`config.mk`:
```
export PLATFORM = sky130hd
export DESIGN_NAME = perm_drain
export DESIGN_NICKNAME = d
export VERILOG_FILES = /design/src/rtl/perm_drain.sv
export SDC_FILE = /design/constraint.sdc
export NUM_CORES = 1
export LEC_CHECK = 0
export BUFFER_PORTS_ARGS = -buffer_cell sky130_fd_sc_hd__clkbuf_2
export CORE_ASPECT_RATIO = 1.5
export CORE_UTILIZATION = 38
export DETAILED_ROUTE_END_ITERATION = 10
export PLACE_DENSITY = 0.67
export SLEW_MARGIN = 40
export SYNTH_ARGS = -nofsm -noshare
export SYNTH_HDL_FRONTEND = slang
export SYNTH_SLANG_ARGS = --single-unit
```
`constraint.sdc`:
```
create_clock -name clk -period 2.7 [get_ports clk]
set_clock_uncertainty 0.1 [all_clocks]
set_input_delay 0 -clock clk [delete_from_list [all_inputs] [get_ports clk]]
set_output_delay 0 -clock clk [all_outputs]
set_load 0.01 [all_outputs]
```
`src/rtl/perm_drain.sv`:
```
// -----------------------------------------------------------------------------
// perm_drain
// Transmit side of the lane-stream protocol. Reads the 5x5 lane state out of a
// combinational lane memory and streams the first N lanes (x-fastest order:
// x0y0, x1y0 .. x4y0, x0y1 .. x4y4) with a push/stop handshake. N comes from
// rate_lanes, so one block serves both squeeze (rate lanes) and full dumps.
//
// Ports
//   clk         in   clock, all state updates on posedge
//   rst         in   synchronous reset, active low
//   start       in   one-cycle drain request, honoured only when idle
//   rate_lanes  in   lanes to send (1..25); 0 or >25 means 25
//   busy        out  drain in progress
//   done        out  one-cycle pulse after the last lane is accepted
//   mrx, mry    out  lane memory read index (next lane to load)
//   mrd         in   lane memory read data, same cycle as mrx/mry
//   pushout     out  dout/firstout valid
//   stopout     in   downstream backpressure
//   firstout    out  marks lane x0y0 of each drain
//   dout        out  lane data (registered)
//
// state | meaning
// IDLE  | waiting for start, pointer parked at (0,0)
// SEND  | presenting a lane on dout, waiting for it to be accepted
// DONE  | last lane accepted, done pulse, busy drops afterwards
// -----------------------------------------------------------------------------
module perm_drain #(
  parameter int DW     = 64,
  parameter int NLANES = 25
) (
  input  logic          clk,
  input  logic          rst,
  input  logic          start,
  input  logic [4:0]    rate_lanes,
  output logic          busy,
  output logic          done,
  output logic [2:0]    mrx,
  output logic [2:0]    mry,
  input  logic [DW-1:0] mrd,
  output logic          pushout,
  input  logic          stopout,
  output logic          firstout,
  output logic [DW-1:0] dout
);

  localparam logic [4:0] NL = 5'(NLANES);

  typedef enum logic [1:0] {
    S_IDLE = 2'd0,
    S_SEND = 2'd1,
    S_DONE = 2'd2
  } state_t;

  state_t        state_q, state_d;
  logic [2:0]    x_q, x_d, y_q, y_d;
  logic [4:0]    cnt_q, cnt_d;
  logic [4:0]    n_q, n_d;
  logic [DW-1:0] dout_q, dout_d;
  logic          push_q, push_d;
  logic          first_q, first_d;
  logic          busy_q, busy_d;

  logic [4:0]    rate_clamped;
  logic          xfer;
  logic [2:0]    x_inc, y_inc;

  assign rate_clamped = ((rate_lanes == 5'd0) || (rate_lanes > NL)) ? NL : rate_lanes;
  assign xfer         = push_q & ~stopout;

  // x-fastest walk over the 5x5 grid; (4,4) wraps back to (0,0)
  always_comb begin
    x_inc = x_q + 3'd1;
    y_inc = y_q;
    if (x_q == 3'd4) begin
      x_inc = 3'd0;
      y_inc = (y_q == 3'd4) ? 3'd0 : y_q + 3'd1;
    end
  end

  always_comb begin
    state_d = state_q;
    x_d     = x_q;
    y_d     = y_q;
    cnt_d   = cnt_q;
    n_d     = n_q;
    dout_d  = dout_q;
    push_d  = push_q;
    first_d = first_q;
    busy_d  = busy_q;

    case (state_q)
      S_IDLE: begin
        x_d = 3'd0;
        y_d = 3'd0;
        if (start) begin
          // pointer is (0,0) here, so mrd is lane x0y0
          dout_d  = mrd;
          push_d  = 1'b1;
          first_d = 1'b1;
          busy_d  = 1'b1;
          n_d     = rate_clamped;
          cnt_d   = 5'd1;
          x_d     = 3'd1;
          y_d     = 3'd0;
          state_d = S_SEND;
        end
      end
      S_SEND: begin
        if (xfer) begin
          first_d = 1'b0;
          if (cnt_q < n_q) begin
            dout_d = mrd;
            cnt_d  = cnt_q + 5'd1;
            x_d    = x_inc;
            y_d    = y_inc;
          end else begin
            push_d  = 1'b0;
            x_d     = 3'd0;
            y_d     = 3'd0;
            state_d = S_DONE;
          end
        end
      end
      S_DONE: begin
        busy_d  = 1'b0;
        state_d = S_IDLE;
      end
      default: begin
        state_d = S_IDLE;
      end
    endcase
  end

  always_ff @(posedge clk) begin
    if (!rst) begin
      state_q <= S_IDLE;
      x_q     <= 3'd0;
      y_q     <= 3'd0;
      cnt_q   <= 5'd0;
      n_q     <= 5'd0;
      dout_q  <= '0;
      push_q  <= 1'b0;
      first_q <= 1'b0;
      busy_q  <= 1'b0;
    end else begin
      state_q <= state_d;
      x_q     <= x_d;
      y_q     <= y_d;
      cnt_q   <= cnt_d;
      n_q     <= n_d;
      dout_q  <= dout_d;
      push_q  <= push_d;
      first_q <= first_d;
      busy_q  <= busy_d;
    end
  end

  assign mrx      = x_q;
  assign mry      = y_q;
  assign dout     = dout_q;
  assign pushout  = push_q;
  assign firstout = first_q;
  assign busy     = busy_q;
  assign done     = (state_q == S_DONE);

endmodule

```
### Word-level counts from Yosys, hierarchy flattened

Cells that the tools add are included.

* output and inout bits: 74
* logic and storage cells: 68
* register bits: 85
* bits of input ports: 73

* bitwise logic cells: 2
* eq/ne operators: 9
* reductions and logical operators: 13
* add/sub/neg operators: 3
* $lt $le $gt $ge: 2
* muxes and demuxes: 30

Operator list (number)
* 64-bit two-way mux: 3
* 64-bit case mux with 2 select lines: 1
* 3-bit two-way mux: 7
* 5-bit two-way mux: 4
* 3-bit case mux with 2 select lines: 2
* 5-bit case mux with 2 select lines: 1
* 3-bit AND reduction: 3
* 2-bit != test (second input constant): 4
* 4-bit AND reduction: 2
* 3-bit by 1-bit adder with 3-bit output (second input constant): 2
* 3-bit equality test (second input constant): 2
* 2-bit two-way mux: 3
* 1-bit case mux with 2 select lines: 3
* 2-bit AND reduction: 3
* 5-bit by 1-bit adder with 5-bit output (second input constant): 1
* 5-bit > comparator (second input constant): 1
* 5-bit logical NOT: 1
* 5-bit < comparator: 1
* 1-bit two-way mux: 5
* 2-bit case mux with 2 select lines: 1
* 2-bit nonzero test: 2
* 3-bit != test (second input constant): 1
* 2-bit by 1-bit equality test with 1-bit output (second input constant): 1
* 2-bit equality test (second input constant): 1
* other kinds (4): 4

### Longest topological paths before layout

Gate-level depths: netlist of the first run.

* depth in word-level cells: 6
* gate-level depth with buffers: 9

### Worst setup path after synthesis of the first run

Ideal clock, no wire load.

* path type: register to register
* start: register cnt_q[2]
* end: register y_q[0] (netlist: mry[0])
* buffers on the path: 0
* clock period less this slack: 1.901 ns
* setup slack: 0.799 ns
* arrival time: 1.742 ns
* stages on the path, launching flop included: 7
* required time: 2.541 ns
* cell sequence: dfxtp_1 > ha_1 > a21oi_1 > o21ai_0 > a311oi_2 > and4_1 > a22o_1

* cells in the longest elaborated chain, start to end: 4

RTL lines
* from (decl): line 56 `logic [4:0] cnt_q, cnt_d;`
* from (signal assigned): line 149 `cnt_q <= cnt_d;`
* 5-bit < comparator *: line 111 `if (cnt_q < n_q) begin`
* 3-bit two-way mux: line 111
* 3-bit two-way mux: line 109 `if (xfer) begin`
* 3-bit case mux with 2 select lines: line 91 `case (state_q)`
* to (signal assigned): line 148 `y_q <= y_d;`
* to (decl): line 55 `logic [2:0] x_q, x_d, y_q, y_d;`

Every way passes the cells marked *; elsewhere a longest branch is shown, timed or not. The select of a mux whose other input is x is not followed.
A chain may end at the register's enable or synchronous reset.

### Worst setup path in the final report of the first run

* start: register n_q[2]
* end: register x_q[0] (netlist: mrx[0])

* cells in the longest elaborated chain, start to end: 4

RTL lines
* from (decl): line 57 `logic [4:0] n_q, n_d;`
* from (signal assigned): line 150 `n_q <= n_d;`
* 5-bit < comparator: line 111
* 3-bit two-way mux: line 111
* 3-bit two-way mux: line 109
* 3-bit case mux with 2 select lines: line 91
* to (signal assigned): line 137 `x_q <= 3'd0;`
* to (signal assigned): line 147 `x_q <= x_d;`
* to (decl): line 55

No other way between the ends. The select of a mux whose other input is x is not followed.

==> impl_metrics.py, run 1 <==
metrics = {
    "detailed_routing": {
        "final_antenna_net_count": 0,
        "finalWirelength_mm": 9.44,
        "drt-wirelength-per-cell_um": 12.8,
        "detail_route.vias_per_cell": 4.84,
        "drc": 0,
        "detail_route.first_pass.iterations": 4,
        "detailedRoute.firstIterationViolations": 156,
        "dr_total_vias": 3583,
    },
    "hold_path": {
        "worstHoldPathType": "primary input to flop",
        "timing.hold.worst.start": "mrd[16]",
    },
    "synth": {
        "netlist_area_um2": 3310,
        "synth_compound_area_share_pct": 17.9,
        "synth.yosys.seq_area_share_pct": 51.4,
        "synth_seq_cells": 85,
        "syn_area_per_cell_um2": 8.06,
        "ys_async_sr_fraction_pct": 0,
        "synth_cell_type_count": 39,
        "synth_mux_area_share_pct": 0,
        "post_synth_xor_area_fraction_pct": 0,
        "dominant_combinational_cell_family_by_area_after_synthesis": "simple AND/OR/NAND/NOR gates",
        "synthFlopType": "sky130_fd_sc_hd__dfxtp_1",
        "postSynthCellCount": 411,
        "synth.net_count": 493,
        "synth_enable_flop_cells": 0,
        "yosys.area_share.simple_pct": 22.6,
        "synth_warnings": 0,
        "post_synth_fa_ha_maj_area_fraction_pct": 3.40,
    },
    "flow_run": {
        "maxCapViolCount": 0,
    },
    "grt": {
        "number_of_global_route_vias_before_repair": 3265,
        "globalRoute.totalOverflow": 0,
        "grt_antenna_before_repair": 0,
        "grt_use_total_pct": 20.4,
        "global_route_wire_length_before_repair_mm": 14.5,
        "largest_net_degree_at_the_start_of_global_routing": 67,
    },
    "critical_path": {
        "path_class": "flop to flop",
        "reg2reg_from": "n_q[2]",
        "worstSetupStartpointType": "flop",
        "critPathMaxFanout": 3,
        "timing.critical_path.to_type": "flop",
        "critPathLaunch": "n_q[2]",
        "crit_arrival_ns": 2.46,
        "critical_path_required_ns": 2.82,
    },
    "timing": {
        "fmax_ghz": 0.427,
        "setup_viol": 0,
        "grt_setup_unrepaired": "false",
        "timing.max_slew.rel_slack_pct": 53.6,
        "fin_crit_ns": 2.34,
        "finalMaxSlewViolations": 0,
        "hold_viol_final": 0,
        "period_share_pct": 86.7,
        "tightestPinTransition_ns": 0.694,
        "setup_total_negative_slack_ns": 0,
    },
    "cts": {
        "worst_setup_hold_path_clk_slew_ns": 0.06,
        "tritoncts": "done",
        "tritoncts.num_buffers": 9,
        "clkLatencyLatePin_ns": 0.33,
        "clock_tree_root": "sky130_fd_sc_hd__clkbuf_16",
        "cts-root-to-sink-buffers": 2,
        "clock-sinks": 85,
        "h_tree_depth": 3,
    },
    "floorplan": {
        "die_height_um": 116,
        "num_rows": 41,
        "num_io_pins": 147,
        "core-area_um2": 8410,
        "floorplan.die_area_um2": 9100,
        "overall_die_width_um": 78.2,
        "start_util_pct": 39.4,
    },
    "power": {
        "power_density_nw_per_um2": 659,
        "fin_total_pwr_mw": 3.44,
        "max_ir_drop_vdd_mv": 0.373,
        "leakagePower_nw": 2.36,
    },
    "layout": {
        "num_antenna_cells": 0,
        "mostFrequentLayoutCell": "sky130_fd_sc_hd__clkbuf_2",
        "final_nets": 710,
        "fraction_of_layout_instances_using_a_drive_strength_above_1_pct": 27.6,
        "final_cell_mix": "sky130_fd_sc_hd__clkbuf_2, sky130_fd_sc_hd__nand2_1, sky130_fd_sc_hd__dfxtp_1, sky130_fd_sc_hd__a21oi_1, sky130_fd_sc_hd__dlygate4sd3_1",
        "final_util_pct": 62.1,
        "layout.filler_cells": 715,
        "area_growth_syn_to_layout_pct": 57.7,
    },
    "placement": {
        "routabilityCongestion": 0.811,
        "place_hpwl_mm": 5.71,
        "port_buffers": 146,
    },
    "run_status": {
        "outcome": "completed",
    },
}
## Yosys cell counts, drive strengths merged, types with 3 or more instances
library cell  count  share of area [%]
nand2           138                 16
ha                9                3.4
inv               9                1.0
clkbuf           11                1.2
a211oi            3               0.68
a31oi             3               0.57
nor2             12                1.4
nand2b            5               0.94
nand3             7                1.1
nor3              5               0.76
buf              12                2.4
dfxtp            85                 51
o21ai            10                1.6
a21oi            77                 12
## stage by stage
| stage | hold WS [ns] | instance area (µm²) | setup WS (ns) | instances |
|---|---|---|---|---|
| 2_1_floorplan | 0.0357 | 3310 | 0.799 | 411 |
| 3_3_place_gp | 0.123 | 4130 | 0.449 | 648 |
| 3_5_place_dp | 0.130 | 4130 | 0.383 | 648 |
| 4_1_cts | 0.321 | 5220 | 0.358 | 740 |
| 5_1_grt | 0.334 | 5220 | 0.0827 | 740 |
| 6_report | 0.338 | 5220 | 0.359 | 740 |
## area by class of cell
cell class	count	area (µm²)	area share, %
tap	107	134	2.56
clock buffer	11	253	4.84
inverter	10	37.5	0.719
sequential	85	1700	32.6
multi-input combinational	293	1460	27.9
timing repair buffer	229	1560	29.8
clock inverter	5	82.6	1.58
## cells by family (layout without fill, tap and decap cells)
kind of cell,after synthesis,after routing
flops,85,85
compound gates,105,105
fa+ha+maj,9,9
buf+inv,33,255
simple gates,179,179
## worst paths after layout
| check | endpoint | slack [ns] | cells after the start |
|---|---|---|---|
| worst max-delay path | mrx[0] | 0.36 | 8 |
| worst min-delay path | dout[16] | 0.34 | 4 |
| worst max register to register | mrx[0] | 0.36 | 8 |
| worst min register to register | dout[39] | 0.35 | 2 |
## power by group
group / switching [mW] / internal [mW]
sequential: 0.0631 / 1.36
clock: 0.481 / 0.862
combinational: 0.370 / 0.302
## repair_timing
item	4_1_cts	5_1_grt
resized for setup	0	0
hold endpoints to repair	75	0
setup buffers	0	0
hold buffers	76	0
## sequential cells by signal, summed over array words and instances, names as in the netlist
name,flops
state_q,2
dout,64
mry,3
busy,1
pushout,1
mrx,3
firstout,1
n_q,5
cnt_q,5
## metal layers
metal	vias up	track usage [%]	wire (µm)	share of wire (%)
li1	1801	-	-	-
met1	1640	21.1	3710	39
met2	123	38.0	5030	53
met3	19	5.00	489	5.2
met4	0	10.2	214	2.3
met5	-	0	0	0
## worst max-delay path, cell delays in order, from the launching register on
cell and delay [ns]:
sky130_fd_sc_hd__dfxtp_1 0.33, sky130_fd_sc_hd__inv_1 0.05, sky130_fd_sc_hd__ha_1 0.28, sky130_fd_sc_hd__nand2_1 0.06, sky130_fd_sc_hd__o21a_1 0.22, sky130_fd_sc_hd__o21ai_0 0.32, sky130_fd_sc_hd__a2bb2oi_1 0.21, sky130_fd_sc_hd__a21oi_1 0.08
sky130_fd_sc_hd__dlygate4sd3_1 0.58
Power figures use the tool's default switching activity.
==> run 2: changes to the inputs <==
--- a/config.mk
+++ b/config.mk
@@ -9,7 +9,7 @@
 export CORE_ASPECT_RATIO = 1.5
 export CORE_UTILIZATION = 38
 export DETAILED_ROUTE_END_ITERATION = 10
-export PLACE_DENSITY = 0.67
+export PLACE_DENSITY = 0.69
 export SLEW_MARGIN = 40
 export SYNTH_ARGS = -nofsm -noshare
 export SYNTH_HDL_FRONTEND = slang
==> constraint.sdc (replaced) <==
create_clock -name clk -period 2.1 [get_ports clk]
set_clock_uncertainty 0.1 [all_clocks]
set_input_delay 0 -clock clk [delete_from_list [all_inputs] [get_ports clk]]
set_output_delay 0 -clock clk [all_outputs]
set_load 0.01 [all_outputs]
==> run 2 against run 1 <==
  * Sequential power grew 29%
  * Wire length grew 2.6%
  * Setup slack lost 0.29 ns
  * Maximum frequency grew 15%
  * Largest cell class unchanged
  * Clock power grew 22%
  * Critical endpoint is now n_q[0]
  * Global-route usage grew 0.30 points
  * Highest routed layer unchanged
  * Register-to-register slack lost 0.29 ns
  * Via count shrank 0.98%
==> impl_metrics.py, run 2 (synthesized netlist as in run 1, its figures left out) <==
metrics = {
    "placement": {
        "placed_cells_incl_taps": 651,
        "routabilityCongestion": 0.844,
        "port_buffers": 146,
        "place_hpwl_mm": 6.15,
    },
    "floorplan": {
        "die_height_um": 116,
        "num_rows": 41,
        "overall_die_width_um": 78.2,
        "num_io_pins": 147,
        "floorplan.die_area_um2": 9100,
        "core-area_um2": 8410,
        "start_util_pct": 39.4,
    },
    "layout": {
        "fraction_of_layout_instances_using_a_drive_strength_above_1_pct": 28.3,
        "final_nets": 713,
        "largest_reg_flops": 64,
        "num_antenna_cells": 0,
        "area_growth_syn_to_layout_pct": 58.7,
        "final_cell_mix": "sky130_fd_sc_hd__clkbuf_2, sky130_fd_sc_hd__nand2_1, sky130_fd_sc_hd__dfxtp_1, sky130_fd_sc_hd__a21oi_1, sky130_fd_sc_hd__dlygate4sd3_1",
        "mostFrequentLayoutCell": "sky130_fd_sc_hd__clkbuf_2",
        "final_util_pct": 62.5,
        "instances_no_fill": 740,
    },
    "critical_path": {
        "critPathMaxFanout": 10,
        "path_class": "flop to flop",
        "critical_path_required_ns": 2.21,
        "timing.critical_path.to_type": "flop",
        "critPathLaunch": "state_q[0]",
        "crit_arrival_ns": 2.14,
        "rr_endpoint": "n_q[0]",
        "worst-r2r-cell-count": 5,
        "worstSetupStartpointType": "flop",
        "reg2reg_from": "state_q[0]",
        "setup.reg_to_reg.worst_slack_ns": 0.07,
    },
    "timing": {
        "finalMaxSlewViolations": 0,
        "hold_viol_final": 0,
        "tightestPinTransition_ns": 0.619,
        "holdWs_ns": 0.342,
        "setup_viol": 0,
        "fmax_ghz": 0.493,
        "timing.max_slew.rel_slack_pct": 58.7,
        "period_share_pct": 96.7,
        "fin_crit_ns": 2.03,
    },
    "grt": {
        "largest_net_degree_at_the_start_of_global_routing": 48,
        "grt_use_total_pct": 20.7,
        "globalRoute.totalOverflow": 0,
        "grt_antenna_before_repair": 0,
        "global_route_wire_length_before_repair_mm": 14.8,
        "number_of_global_route_vias_before_repair": 3386,
    },
    "detailed_routing": {
        "drt-wirelength-per-cell_um": 13.1,
        "finalWirelength_mm": 9.69,
        "detail_route.first_pass.iterations": 4,
        "final_antenna_net_count": 0,
        "dr_total_vias": 3548,
        "detail_route.vias_per_cell": 4.79,
        "drc": 0,
        "detailedRoute.firstIterationViolations": 134,
    },
    "run_status": {
        "outcome": "completed",
    },
    "power": {
        "leakagePower_nw": 2.37,
        "power_density_nw_per_um2": 830,
        "max_ir_drop_vdd_mv": 0.479,
    },
    "hold_path": {
        "worstHoldPathType": "primary input to flop",
        "timing.hold.worst.start": "mrd[17]",
        "worst_hold_path.endpoint": "dout[17]",
        "worstHoldPathCells": 4,
    },
    "cts": {
        "tritoncts.num_buffers": 9,
        "clock-sinks": 85,
        "clock_tree_root": "sky130_fd_sc_hd__clkbuf_16",
        "worst_setup_hold_path_clk_slew_ns": 0.06,
        "h_tree_depth": 3,
        "tritoncts": "done",
        "cts-root-to-sink-buffers": 2,
        "clkLatencyLatePin_ns": 0.33,
    },
    "flow_run": {
        "maxCapViolCount": 0,
    },
}
## run 2: through the flow
step | worst slack (ns) | setup TNS (ns) | area, µm² | total power [mW]
3_3_place_gp | 0.0497 | 0 | 4160 | 2.60
2_1_floorplan | 0.199 | 0 | 3310 | 2.32
4_1_cts | 0.0231 | 0 | 5220 | 4.38
5_1_grt | -0.0193 | -0.0418 | 5260 | 4.56
3_5_place_dp | -0.00132 | -0.00132 | 4160 | 2.62
6_report | 0.0696 | 0 | 5260 | 4.36
## run 2: area by class of cell
cell class | count | area [µm²]
fill | 720 | 3160
sequential | 85 | 1700
timing repair buffer | 232 | 1600
multi-input combinational | 293 | 1480
clock buffer | 11 | 243
tap | 107 | 134
clock inverter | 2 | 60.1
inverter | 10 | 37.5
## run 2: where the power goes
group	internal, mW	switching, mW	total [mW]	leakage [nW]
combinational	0.414	0.486	0.900	1.52
clock	1.05	0.574	1.63	0.148
sequential	1.75	0.0819	1.84	0.697
total	3.22	1.14	4.36	2.37
## run 2: metal layers
| layer | share of wire, % | track usage (%) |
|---|---|---|
| met5 | 0 | 0 |
| met1 | 39 | 21.6 |
| met3 | 4.0 | 3.67 |
| met4 | 3.0 | 11.0 |
| met2 | 54 | 39.1 |
## run 2: worst max-delay path, stage by stage (launching register included)
cell                            delay (ns)
sky130_fd_sc_hd__dfxtp_1              0.36
sky130_fd_sc_hd__or3b_1               0.44
sky130_fd_sc_hd__buf_4                0.20
sky130_fd_sc_hd__nor3_2               0.20
sky130_fd_sc_hd__nor2_1               0.07
sky130_fd_sc_hd__dlygate4sd3_1        0.55
## run 2: worst max-delay path by stage
| stage | cells past startpoint | to |
|---|---|---|
| after CTS | 6 | mry[0] |
| final | 5 | n_q[0] |
| after global placement | 6 | mry[1] |
| after detailed placement | 7 | dout[39] |
| after floorplan | 6 | mry[0] |
| after global routing | 7 | mry[0] |
## run 2: what timing repair did
action	CTS	global route
gates resized for setup	1	9
endpoints found under the setup margin	4	32
hold buffers	75	0
setup buffers	0	1
hold endpoints to repair	75	0
pin swaps	1	1
cloned	0	0
